$ cat config.mk
export PLATFORM = sky130hd
export DESIGN_NAME = serial_add_ctrl
export DESIGN_NICKNAME = d
export VERILOG_FILES = /design/src/rtl/serial_add_ctrl.sv
export SDC_FILE = /design/constraint.sdc
export NUM_CORES = 1
export LEC_CHECK = 0
export BUFFER_PORTS_ARGS = -buffer_cell sky130_fd_sc_hd__buf_2
export CORE_MARGIN = 3
export CORE_UTILIZATION = 35
export CTS_CLUSTER_DIAMETER = 200
export DETAILED_ROUTE_END_ITERATION = 7
export PLACE_DENSITY = 0.53
export REMOVE_ABC_BUFFERS = 1
export SETUP_SLACK_MARGIN = 0.15
export SYNTH_ARGS = -nofsm -noshare
export SYNTH_HDL_FRONTEND = slang
export SYNTH_SLANG_ARGS = --single-unit
$ cat constraint.sdc
create_clock -name clk -period 2 [get_ports clk]
set_clock_uncertainty 0.15 [all_clocks]
set_input_delay 0.1 -clock clk [delete_from_list [all_inputs] [get_ports clk]]
set_output_delay 0.1 -clock clk [all_outputs]
set_load 0.02 [all_outputs]
$ cat src/rtl/serial_add_ctrl.sv
// rtl/serial_add_ctrl.sv - bit-serial adder controller sharing one full-adder slice, LSB first
// Optional subtract mode (port sub, a-b via ~b and carry-in 1) is built when SERIAL_SUB_EN is defined.
module serial_add_ctrl #(
  parameter int WIDTH = 8
) (
  input  logic             clk,
  input  logic             rst,
  input  logic             start,
  input  logic [WIDTH-1:0] a,
  input  logic [WIDTH-1:0] b,
  input  logic             cin,
`ifdef SERIAL_SUB_EN
  input  logic             sub,
`endif
  output logic             busy,
  output logic             done,
  output logic [WIDTH-1:0] sum,
  output logic             cout
);

  localparam int CW = $clog2(WIDTH) + 1;
  localparam logic [CW-1:0] LAST = CW'(WIDTH - 1);

  typedef enum logic [1:0] {
    S_IDLE,
    S_RUN,
    S_DONE
  } state_t;

  state_t           state;
  logic [WIDTH-1:0] a_sh;
  logic [WIDTH-1:0] b_sh;
  logic [WIDTH-1:0] res_sh;
  logic             carry;
  logic [CW-1:0]    cnt;

  logic             s;
  logic             c_out;
  logic [WIDTH-1:0] res_next;
  logic [WIDTH-1:0] b_load;
  logic             c_load;

  // The shared one-bit slice.
  assign {c_out, s} = {1'b0, a_sh[0]} + {1'b0, b_sh[0]} + {1'b0, carry};
  assign res_next   = {s, res_sh[WIDTH-1:1]};

  // res_sh[0] is shifted out on every step and never needed again.
  logic unused_res_lsb;
  assign unused_res_lsb = res_sh[0];

`ifdef SERIAL_SUB_EN
  // Two's-complement subtract: invert b and force the initial carry to 1.
  assign b_load = sub ? ~b : b;
  assign c_load = sub ? 1'b1 : cin;
`else
  assign b_load = b;
  assign c_load = cin;
`endif

  always_ff @(posedge clk or posedge rst) begin
    if (rst) begin
      state  <= S_IDLE;
      a_sh   <= '0;
      b_sh   <= '0;
      res_sh <= '0;
      carry  <= 1'b0;
      cnt    <= '0;
      busy   <= 1'b0;
      done   <= 1'b0;
      sum    <= '0;
      cout   <= 1'b0;
    end else begin
      case (state)
        S_IDLE: begin
          done <= 1'b0;
          if (start) begin
            a_sh  <= a;
            b_sh  <= b_load;
            carry <= c_load;
            cnt   <= '0;
            busy  <= 1'b1;
            state <= S_RUN;
          end
        end
        S_RUN: begin
          res_sh <= res_next;
          a_sh   <= {1'b0, a_sh[WIDTH-1:1]};
          b_sh   <= {1'b0, b_sh[WIDTH-1:1]};
          carry  <= c_out;
          cnt    <= cnt + CW'(1);
          if (cnt == LAST) begin
            sum   <= res_next;
            cout  <= c_out;
            busy  <= 1'b0;
            done  <= 1'b1;
            state <= S_DONE;
          end
        end
        S_DONE: begin
          done  <= 1'b0;
          state <= S_IDLE;
        end
        default: begin
          busy  <= 1'b0;
          done  <= 1'b0;
          state <= S_IDLE;
        end
      endcase
    end
  end

endmodule

* Word-level counts from Yosys, hierarchy flattened
Cells that the tools add are included.
** Word-level totals
- Flip-flop bits (word level) :: 42
- Output and inout port bits :: 11
- Logic and storage cells :: 41
- Input bits :: 20
** Cells by class
- Muxes and demuxes :: 16
- Reductions and logical operators :: 6
- $add $sub $neg :: 3
- Equal/unequal tests :: 5
- Bitwise logic cells :: 1
** Operators by type and width (count)
- one-hot mux 8 bit (2 select lines) :: 2
- 2-to-1 mux 8 bit :: 2
- one-hot mux 4 bit (2 select lines) :: 1
- AND reduction 2 bit :: 3
- 2-to-1 mux 1 bit :: 5
- adder 4 x 1 -> 4 bit (second input constant) :: 1
- == test 4 x 3 -> 1 bit (second input constant) :: 1
- 2-to-1 mux 2 bit :: 2
- 2-to-1 mux 4 bit :: 1
- != test 2 bit (second input constant) :: 2
- one-hot mux 2 bit (2 select lines) :: 1
- one-hot mux 1 bit (3 select lines) :: 1
- AND reduction 3 bit :: 1
- adder 1 x 1 -> 2 bit :: 1
- adder 2 x 1 -> 2 bit :: 1
- == test 2 x 1 -> 1 bit (second input constant) :: 1
- == test 2 bit (second input constant) :: 1
- zero test 2 bit :: 1
- one-hot mux 1 bit (2 select lines) :: 1
- nonzero test 2 bit :: 1
- inverter 1 bit :: 1

* Depth between registers and ports, before layout
Gate-level depths: netlist of the first run.
- Word-level depth :: 3
- Mapped depth :: 5
- Depth with buffers taken out :: 4

* Least setup slack after synthesis of the first run
OpenSTA, ideal clock, no wires.
- Path type :: register -> register
- Start :: register cnt[0]
- End :: register cout
- Buffers on the path :: 1
- Arrival time :: 1.354 ns
- Path slack :: 0.371 ns
- Cell stages (with the launch flop) :: 6
- Library setup time :: 0.125 ns
- Cell sequence :: dfrtp_1 > ha_1 > and3b_4 > and2_4 > buf_12 > mux2_4
** On the way
- Longest elaborated chain between the ends :: 2
** RTL lines
- start: declaration :: line 35 : logic [CW-1:0] cnt;
- start signal: assignment :: line 90 : cnt <= cnt + CW'(1);
- == test 4 x 3 -> 1 bit :: line 91 : if (cnt == LAST) begin
- AND reduction 2 bit (no source line)
- end signal: assignment :: line 93 : cout <= c_out;
- end: declaration :: line 18 : output logic cout
Every way passes these cells.
A chain may end at the register's enable or synchronous reset.

* Worst setup path in the final report of the first run
- Start :: register cnt[0]
- End :: register sum[7]
** On the way
- Longest elaborated chain between the ends :: 2
** RTL lines
- == test 4 x 3 -> 1 bit :: line 91
- AND reduction 2 bit (no source line)
- end signal: assignment :: line 92 : sum <= res_next;
- end: declaration :: line 17 : output logic [WIDTH-1:0] sum,
Every way passes these cells.

==> metrics.yaml, run 1 <==
pwr:
  p_int_w: 0.00196
  power.share.clock_pct: 18.3
  switching_share_pct: 33.0
  power_density_nw_per_um2: 1330
  p_seq_share_pct: 46.0
  ir_worst_vdd_mv: 0.403
  p_switching_w: 0.000967
  power_leakage_nw: 1.07
  combPwrFrac_pct: 35.6
sta:
  rsz0062_at_grt: "false"
  period_share_pct: 82.9
  hold_viol: 0
  setup_violations: 0
  report.final.slew_viol_count: 0
  worst_pin_slew_ns: 0.526
  slew_headroom_pct: 64.9
  fin_crit_ns: 1.66
  timing.setup.tns_ns: 0
  fmax_mhz: 603
cts:
  cts_tree: "built"
  insertion_delay_ns: 0.29
  post-cts-setup-buffers: 0
  clkTransAtPathRegs_ns: 0.07
  cts_inserted_buffers: 5
  h-tree-depth: 2
  cts_buffer_depth: 2
  cts.sinks: 41
  clockRootBuffer: "clkbuf_8"
finish:
  final_nets: 215
  syn_to_final_growth_pct: 20.2
  stdcell_area_um2: 2200
  stdcell_count: 260
  fin_util_pct: 45.2
  layout-drive-gt1-share_pct: 31.1
  diodes: 0
place:
  gp_congestion: 0.715
  dpl_cell_area_um2: 2040
  hpwl_um: 2350
  port_buffers: 30
  dp.cells: 245
setup_path:
  r2r_cells: 4
  slowest_delay_ns: 0.38
  cp-endpoint: "sum[7]"
  critPathRequiredTime_ns: 2.02
  crit_type: "register to register"
  r2r_end: "sum[7]"
  path_max_fanout: 10
  cp_cell_sequence: "ha_1, and3b_4, and2_4, mux2_4"
  arrival_ns: 1.68
  crit_path_top_delay_cell: "dfrtp_1"
  crit_buf_inv: 0
  cp.depth: 4
  r2r_slack_ns: 0.34
  cp-end-kind: "register"
  cp-start-kind: "register"
  crit_start: "cnt[0]"
  timing.rr.start: "cnt[0]"
  path_delay_family: "simple AND/OR/NAND/NOR gates"
die:
  dieArea_um2: 6140
  initial_utilization_pct: 37.6
  core_area_um2: 4880
  die_y_um: 78.4
  die_w_um: 78.4
  io_pins: 31
  rows: 25
grt:
  grt_pass1_vias: 1357
  antenna_found_initial: 0
  grt_max_degree: 42
  grt_pass1_wl_um: 6230
  overflow: 0
  grt_usage_pct: 12.9
drt:
  drt-total-wl_um: 3430
  viasPerCell: 4.76
  dr_wl_met2_um: 1590
  num_vias: 1238
  wl_met1_um: 1630
  first_pass_iters: 2
  ant_nets: 0
  wl_met3_um: 150
  drc: 0
  drt_iter0_markers: 63
  routedWlPerCell_um: 13.2
  maxUsedRoutingLayer: "met4"
logic_synthesis:
  synth-seq-cells: 41
  ys_seq_area_share_pct: 55.9
  synth-adder-area-share_pct: 1.77
  synth_xor_area_share_pct: 0
  synth_top_family_by_area: "compound AO/OA/AOI/OAI gates"
  avgSynthCellArea_um2: 11.9
  synth-compound-area-share_pct: 13.2
  synthMuxAreaShare_pct: 12.9
  synthSimpleGateAreaFrac_pct: 12.3
  synth.cell_area_um2: 1830
  synthesis.instances: 154
  yosys_warnings: 0
  synth_cell_types: 28
hold_path:
  min_path_type: "input port to register"
run:
  max_cap_viol_count: 0
status:
  status: "finished, final reports clean"
## worst reg2reg max path: stages, from the launching register on
cell and delay (ns):
dfrtp_1 0.38, ha_1 0.20, and3b_4 0.23, and2_4 0.26
mux2_4 0.32
## worst min path at each step
stage          start      end  slack, ns  cells after the start
6_report        b[6]  b_sh[6]       0.07                      4
3_3_place_gp     rst   sum[3]       0.10                      3
3_5_place_dp     rst   sum[3]       0.11                      3
4_1_cts         b[6]  b_sh[6]       0.06                      4
5_1_grt         b[2]  b_sh[2]       0.09                      4
2_1_floorplan   b[1]  b_sh[1]       0.13                      2
## layer usage
metal,up-vias,GRT usage (%)
li1,614,-
met1,585,15.9
met2,31,21.4
met3,8,3.10
met4,0,5.77
met5,-,0
## kinds of logic (layout without fill, tap and decap cells)
kind of cell | Yosys count | after routing
flops | 41 | 41
simple gates | 38 | 38
mux | 18 | 18
compound gates | 42 | 42
fa+ha+maj | 2 | 2
buf+inv | 13 | 52
## placed cells by master (no fill, tap or decap), types with 5 or more instances in the layout
master          n
a21oi_1        14
a22oi_1         5
and3b_1        10
buf_2          30
clkbuf_8        6
dfrtp_1        41
dlygate4sd3_1   8
mux2_2          8
mux2_4          9
nand2_1        17
o21ai_0        14
## final cells by class
class                           instances  area (um2)
Sequential cell                        41        1030
Multi-Input combinational cell        100         737
Tap cell                               67        83.8
Inverter                                3        11.3
Fill cell                             487        2680
Clock buffer                            7        86.3
Timing Repair Buffer                   42         260
## sequential cells by signal, summed over array words and instances (netlist names)
register / cells
a_sh: 8
b_sh: 8
sum: 8
res_sh: 7
cnt: 4
state: 2
busy: 1
carry: 1
cout: 1
done: 1
## synth_stat cells, drive strengths merged
cell,instances,area [um2]
nor2,2,7.51
and2,1,8.76
a22o,2,17.5
o32ai,1,8.76
and3b,11,100
o21ai,17,85.1
nor2b,4,25.0
fa,1,20.0
clkbuf,4,15.0
a21oi,14,70.1
dfrtp,41,1030
mux2,18,236
nand2b,1,6.26
inv,3,11.3
a211oi,1,7.51
o21bai,1,7.51
nand2,17,63.8
and2b,1,10.0
a22oi,5,37.5
buf,6,45.0
ha,1,12.5
nand3,1,5.00
o21a,1,7.51
## per-stage QoR
step / hold WS (ns) / setup WS, ns / total power [W]
after floorplan: 0.132 / 0.0616 / 0.00210
after detailed placement: 0.113 / 0.356 / 0.00242
after global routing: 0.0942 / 0.252 / 0.00317
after global placement: 0.100 / 0.400 / 0.00238
after CTS: 0.0609 / 0.341 / 0.00299
final: 0.0699 / 0.343 / 0.00293
## power groups by stage
stage / Clock, W / Sequential [W] / Combinational, W
after floorplan: 0 / 0.00147 / 0.000634
after global placement: 0 / 0.00135 / 0.00103
after detailed placement: 0 / 0.00137 / 0.00105
after CTS: 0.000567 / 0.00135 / 0.00107
after global routing: 0.000604 / 0.00140 / 0.00117
final: 0.000538 / 0.00135 / 0.00104
## repair_timing
action / CTS / global route
resized for setup: 0 / 0
hold buffers: 8 / 0
hold endpoints to repair: 48 / 0
Power figures use the tool's default switching activity.
==> run 2: changes to the inputs <==
PLACE_DENSITY = 0.55   (was 0.53)
clock period = 1.5 ns   (was 2 ns; I/O delays follow)
==> metrics.yaml, run 2 (synthesis results as in run 1) <==
sta:
  setup_violations: 6
  rsz0062_at_grt: "true"
  fmax_mhz: 656
  report.final.slew_viol_count: 0
  slew_headroom_pct: 64.8
  period_share_pct: 102
  fin_crit_ns: 1.52
  hold_viol: 0
  timing.setup.tns_ns: -0.102
  fin_ws_ns: -0.0243
  worst_pin_slew_ns: 0.528
grt:
  grt_usage_pct: 13.9
  overflow: 0
  antenna_found_initial: 0
  grt_max_degree: 42
  grt_pass1_vias: 1459
  grt_pass1_wl_um: 6730
finish:
  fillers: 447
  top_regs: "a_sh x8, b_sh x8, sum x8"
  final_nets: 240
  layout-drive-gt1-share_pct: 44.3
  syn_to_final_growth_pct: 38.6
  fin_util_pct: 52.1
  mostFrequentLayoutCells: "dfrtp_1, buf_2, mux2_4"
  final_common_cell: "dfrtp_1"
  seqCellArea_um2: 1030
  diodes: 0
  multiInputGateArea_um2: 848
die:
  rows: 25
  initial_utilization_pct: 37.6
  io_pins: 31
  core_area_um2: 4880
  die_w_um: 78.4
  die_y_um: 78.4
  dieArea_um2: 6140
drt:
  ant_nets: 0
  first_pass_iters: 6
  num_vias: 1377
  routedWlPerCell_um: 14.2
  viasPerCell: 4.81
  drt_iter0_markers: 27
  drt-total-wl_um: 4060
  drc: 0
setup_path:
  cp-end-kind: "register"
  cp_cell_sequence: "ha_2, buf_4, buf_6, mux2_4, a22o_1"
  cp-start-kind: "register"
  path_delay_family: "flip-flops"
  arrival_ns: 1.56
  critPathRequiredTime_ns: 1.53
  path_max_fanout: 2
  crit_type: "register to register"
  crit_buf_inv: 2
  crit_path_top_delay_cell: "dfrtp_1"
  slowest_delay_ns: 0.39
pwr:
  ir_worst_vdd_mv: 0.555
  power_leakage_nw: 1.27
  power_density_nw_per_um2: 1800
cts:
  cts.sinks: 41
  clockRootBuffer: "clkbuf_8"
  cts_inserted_buffers: 5
  clkTransAtPathRegs_ns: 0.08
  h-tree-depth: 2
  cts_buffer_depth: 2
  cts_tree: "built"
  insertion_delay_ns: 0.29
run:
  max_cap_viol_count: 0
status:
  violations: "setup timing"
  status: "finished, violations left"
place:
  port_buffers: 30
  gp_congestion: 0.755
  hpwl_um: 2460
hold_path:
  min_path_type: "input port to register"
## run 2: cell types whose count changed in the layout (fill, tap and decap cells not counted), moves of 2 or more
| cell | delta |
|---|---|
| mux2_4 | +9 |
| clkbuf_1 | +2 |
| a22oi_2 | +3 |
| buf_4 | +12 |
| o21ai_1 | +2 |
| buf_6 | +9 |
| nor2b_1 | -2 |
| a22oi_1 | -3 |
| o21ai_0 | -2 |
| mux2_2 | -8 |
## run 2: power by group
group | internal [W] | leakage, nW | switching [W] | total, W
Combinational | 0.00121 | 0.704 | 0.000879 | 0.00209
Sequential | 0.00153 | 0.525 | 0.000263 | 0.00179
Clock | 0.000331 | 0.0395 | 0.000367 | 0.000697
Total | 0.00307 | 1.27 | 0.00151 | 0.00458
## run 2: metal layers
metal / global-route usage [%] / vias to the layer above / part of all wire, %
met5: 0 / - / 0
li1: - / 665 / -
met4: 5.59 / 0 / 2.3
met2: 23.1 / 34 / 46
met1: 17.3 / 669 / 48
met3: 3.56 / 9 / 4.4
## run 2: final cells by class
class | count | share of cell area [%]
timing repair buffer | 66 | 19.3
sequential | 41 | 40.4
clock buffer | 8 | 3.15
tap | 67 | 3.30
inverter | 3 | 0.443
multi-input combinational | 101 | 33.4
## run 2: worst min-delay path: cells and delay by family
family	cells	cell delay (ns)
and+or+nand+nor	1	0.14
AOI/OAI and AO/OA	2	0.14
buffers and inverters	1	0.07
## run 2: path summary, 6_finish.rpt
kind / cells after the start / start / endpoint / slack (ns)
worst max-delay path: 5 / cnt[0] / cnt[2] / -0.02
worst min-delay path: 4 / b[0] / b_sh[0] / 0.02
worst max register to register: 5 / cnt[0] / cnt[2] / -0.02
worst min register to register: 2 / a_sh[3] / a_sh[3] / 0.33
max in group asynchronous: 4 / rst / state[0] / 0.51
min in group asynchronous: 4 / rst / state[1] / 0.30
## run 2: repair_timing
item / in CTS / in global routing
setup endpoints to repair: 25 / 38
pin swaps: 7 / 6
setup buffers: 6 / 6
gates resized for setup: 22 / 22
gates cloned: 2 / 1
hold buffers: 8 / 0
hold endpoints to repair: 48 / 0
## run 2: stage by stage
step                cell area, um2  cells  setup slack [ns]  hold WS (ns)  power, W
floorplan                     1770    144            -0.438         0.107   0.00280
global placement              2110    255           -0.0509        0.0719   0.00328
detailed placement            2110    255           -0.0786        0.0841   0.00336
CTS                           2410    279           -0.0174        0.0337   0.00441
global route                  2540    286           -0.0723        0.0679   0.00489
finish                        2540    286           -0.0243        0.0181   0.00458
